[src/rtl/sipo_deframer_pkg.sv]
// Shared definitions for the serial-in/parallel-out deframer: FSM encoding
// and the default frame width.
package sipo_deframer_pkg;

    localparam int DEFAULT_N = 4;

    typedef enum logic [1:0] {
        IDLE = 2'd0,
        DATA = 2'd1,
        STOP = 2'd2
    } state_t;

endpackage

[src/rtl/sipo_bit_counter.sv]
// Data-bit counter for the deframer: clears on a start bit, counts captured
// bits and flags the last one. It saturates rather than wrapping; the FSM
// leaves DATA on the terminal count and the next start bit clears it.
module sipo_bit_counter #(
    parameter int N  = 4,
    parameter int CW = (N > 2) ? $clog2(N) : 1
) (
    input  logic clk,
    input  logic reset,
    input  logic clr,
    input  logic en,
    output logic tc
);

    logic [CW-1:0] cnt;

    always_ff @(posedge clk or posedge reset) begin
        if (reset)
            cnt <= '0;
        else if (clr)
            cnt <= '0;
        else if (en && !tc)
            cnt <= cnt + 1'b1;
    end

    assign tc = (cnt == CW'(N - 1));

endmodule

[src/rtl/sipo_deframer.sv]
// Start/data/stop deframer: shifts an LSB-first serial stream into an N-bit
// word and hands it to a valid/ready consumer, flagging bad stops and drops.
module sipo_deframer
    import sipo_deframer_pkg::*;
#(
    parameter int N = DEFAULT_N
) (
    input  logic         clk,
    input  logic         reset,
    input  logic         SI,
    input  logic         en,
    input  logic         ready,
    output logic [N-1:0] Q,
    output logic         valid,
    output logic         busy,
    output logic         frame_err,
    output logic         overrun
);

    state_t       state;
    logic [N-1:0] sreg;
    logic         bit_tc;

    sipo_bit_counter #(.N(N)) u_bit_counter (
        .clk   (clk),
        .reset (reset),
        .clr   (state == IDLE && en && !SI),
        .en    (state == DATA && en),
        .tc    (bit_tc)
    );

    always_ff @(posedge clk or posedge reset) begin
        if (reset) begin
            state     <= IDLE;
            sreg      <= '0;
            Q         <= '0;
            valid     <= 1'b0;
            frame_err <= 1'b0;
            overrun   <= 1'b0;
        end else begin
            frame_err <= 1'b0;
            // A hand-off frees Q; a completion below may refill it on the same edge.
            if (valid && ready)
                valid <= 1'b0;
            case (state)
                IDLE: if (en && !SI) state <= DATA;
                DATA: if (en) begin
                    sreg <= {SI, sreg[N-1:1]};
                    if (bit_tc)
                        state <= STOP;
                end
                STOP: if (en) begin
                    state <= IDLE;
                    if (SI) begin
                        if (!valid || ready) begin
                            Q     <= sreg;
                            valid <= 1'b1;
                        end else begin
                            overrun <= 1'b1;
                        end
                    end else begin
                        frame_err <= 1'b1;
                    end
                end
                default: state <= IDLE;
            endcase
        end
    end

    assign busy = (state != IDLE);

endmodule

[config.mk]
export PLATFORM = sky130hd
export DESIGN_NAME = sipo_deframer
export DESIGN_NICKNAME = d
export VERILOG_FILES = /design/src/rtl/sipo_deframer_pkg.sv /design/src/rtl/sipo_bit_counter.sv /design/src/rtl/sipo_deframer.sv
export SDC_FILE = /design/constraint.sdc
export NUM_CORES = 1
export LEC_CHECK = 0
export CAP_MARGIN = 25
export CORE_MARGIN = 1
export CORE_UTILIZATION = 35
export CTS_CLUSTER_DIAMETER = 40
export DETAILED_ROUTE_END_ITERATION = 10
export PLACE_DENSITY_LB_ADDON = 0.05
export REMOVE_ABC_BUFFERS = 1
export SETUP_SLACK_MARGIN = 0.02
export SLEW_MARGIN = 20
export SYNTH_ARGS = -nofsm -noshare
export SYNTH_HDL_FRONTEND = slang
export SYNTH_HIERARCHICAL = 1
export SYNTH_SLANG_ARGS = --single-unit
[constraint.sdc]
create_clock -name clk -period 4.11 [get_ports clk]
set_input_delay 0.822 -clock clk [delete_from_list [all_inputs] [get_ports clk]]
set_output_delay 0.822 -clock clk [all_outputs]
set_load 0.01 [all_outputs]
==> impl_metrics.env <==
export IMPL_worstPathArrival_ps=1530
export IMPL_avgSynthCellArea_um2=13.2
export IMPL_netlist_area_um2=673
export IMPL_postRouteAntennaNets=0
export IMPL_layout_common_cells="dfrtp_1, clkdlybuf4s50_1, mux2_2, nand2b_1, nor2_1"
export IMPL_max_freq_ghz=0.425
export IMPL_crit_type="reg2out"
export IMPL_drt_iter0_markers=4
export IMPL_drv_slew=0
export IMPL_final_cells=92
export IMPL_finalPower_w=0.000512
export IMPL_seqCellArea_um2=375
export IMPL_relSlewSlack=0.680
export IMPL_place_congestion=0.725
export IMPL_cts_buffers=3
export IMPL_tns_ps=0
export IMPL_coreArea_um2=1760
export IMPL_vias=415
export IMPL_seq_area_frac_synth=0.558
export IMPL_ys_ff_latch=15
export IMPL_p_leak_nw=0.399
export IMPL_antenna_found_initial=0
export IMPL_hpwl_um=736
export IMPL_final_layout_size_suffix_gt1_frac=0.239
export IMPL_multi_input_area_um2=287
export IMPL_grt_pass1_wl_um=1820
export IMPL_synth_cells=51
export IMPL_worstMarginPinSlew_ps=480
export IMPL_num_nets_final=74
export IMPL_hold_viol_final=0
export IMPL_skew_ps=3.55
export IMPL_start_util=0.382
export IMPL_hold_buffers=0
export IMPL_fin_ws_ps=1760
export IMPL_post_cts_buffers=0
export IMPL_root_buffer="clkbuf_4"
export IMPL_core_rowCount=15
export IMPL_crit_path_max_fanout=7
export IMPL_cts_clk_slew_worst_paths_ps=80
export IMPL_min_period_over_period=0.572
export IMPL_die_y_um=45.9
export IMPL_dp_cells=88
export IMPL_required_ps=3290
export IMPL_antenna_cells=0
export IMPL_area_delta_synth_final_pct=26.4
export IMPL_htree_num_levels=1
export IMPL_ios=13
export IMPL_rsz0062_at_grt="no"
export IMPL_synthDistinctLibCells=20
export IMPL_layout_commonest_cell="dfrtp_1"
export IMPL_cap_viol_max_count=0
export IMPL_routed_wl_um=1040
export IMPL_cts_tree="built"
export IMPL_setup_violations=0
export IMPL_ys_warn_count=6
export IMPL_grt_total_usage=0.126
export IMPL_dp_slack_ps=1720
export IMPL_max_vdd_ir_drop_v=0.000312
export IMPL_cts_resized=0
export IMPL_cts_max_path_buffers=2
export IMPL_fill_cells=170
export IMPL_grt_pass1_vias=426
export IMPL_drcViolationCount=0
export IMPL_cts_sinks=15
export IMPL_firstDrtPassIters=4
export IMPL_port_buffers=12
export IMPL_hp_class="reg2reg"
export IMPL_powerDensity_nw_per_um2=602
export IMPL_fp_dieW_um=45.9
export IMPL_clock_latency_ps=280
export IMPL_overflow=0
export IMPL_die_area_um2=2100
export IMPL_wl_per_cell_um=11.3
export IMPL_vias_per_cell=4.51
export IMPL_grt_max_degree=14
export IMPL_min_period_ps=2350
export IMPL_start_kind="register"
export IMPL_status="completed"
export IMPL_setup_worst_path_end_class="output pin"
==> flip-flops by register name (all words and copies together), names as in the netlist <==
name               count
u_bit_counter/cnt      2
overrun                1
Q                      4
sreg                   4
valid                  1
frame_err              1
state                  2
==> path summary, 6_finish.rpt <==
path / start / to / slack, ps / cells past startpoint
worst min register to register: overrun / overrun / 480 / 1
min in group asynchronous: reset / u_bit_counter/cnt[0] / 710 / 2
worst max-delay path: state[0] / busy / 1760 / 2
worst min-delay path: overrun / overrun / 480 / 1
max in group asynchronous: reset / Q[3] / 2910 / 2
worst max register to register: state[1] / u_bit_counter/cnt[0] / 2650 / 4
==> kinds of logic after synthesis <==
family | Yosys count | share of synthesized area
simple gates | 19 | 0.216
flops | 15 | 0.558
mux | 9 | 0.156
compound gates | 4 | 0.0353
buf+inv | 3 | 0.0167
fa+ha+maj | 1 | 0.0186
==> worst max-delay path, stage by stage, from the launching register on <==
cell and delay, ps:
dfrtp_1 450, or2_2 330, clkdlybuf4s50_1 480
==> Yosys cell counts <==
master | n | share of area
nor2_1 | 4 | 0.022
ha_1 | 1 | 0.019
a21oi_1 | 1 | 0.0074
mux2_2 | 8 | 0.13
nand3b_1 | 1 | 0.011
nor2b_4 | 2 | 0.041
nand4b_4 | 1 | 0.035
nand4bb_1 | 1 | 0.017
nor3b_1 | 1 | 0.011
o21ai_0 | 1 | 0.0074
nand2_1 | 2 | 0.011
nor2b_1 | 1 | 0.0093
o21bai_1 | 1 | 0.011
nand2b_1 | 4 | 0.037
mux2_4 | 1 | 0.022
or2b_1 | 1 | 0.011
inv_1 | 3 | 0.017
or2_2 | 1 | 0.0093
o22ai_1 | 1 | 0.0093
dfrtp_1 | 15 | 0.56
==> metal layers <==
layer / GRT usage / wire (um)
met3: 0.0595 / 40
met4: 0.0353 / 10
met5: 0 / 0
met1: 0.145 / 503
met2: 0.208 / 486
==> power by group <==
part / internal [W] / switching [W]
logic: 0.000123 / 0.0000694
clock network: 0.0000376 / 0.0000436
registers: 0.000202 / 0.0000363
==> per-stage QoR <==
step	cell area [um2]	hold WS (ps)	util
floorplan	673	474	-
global placement	825	462	0.467
detailed placement	825	466	0.467
CTS	851	489	0.482
global route	851	523	0.482
finish	851	482	0.482
==> final cells by class <==
cell class | count | share of cell area
Sequential cell | 15 | 0.441
Multi-Input combinational cell | 33 | 0.337
Inverter | 3 | 0.0132
Timing Repair Buffer | 12 | 0.141
Clock buffer | 4 | 0.0309
Tap cell | 25 | 0.0368
Power figures use the tool's default switching activity.
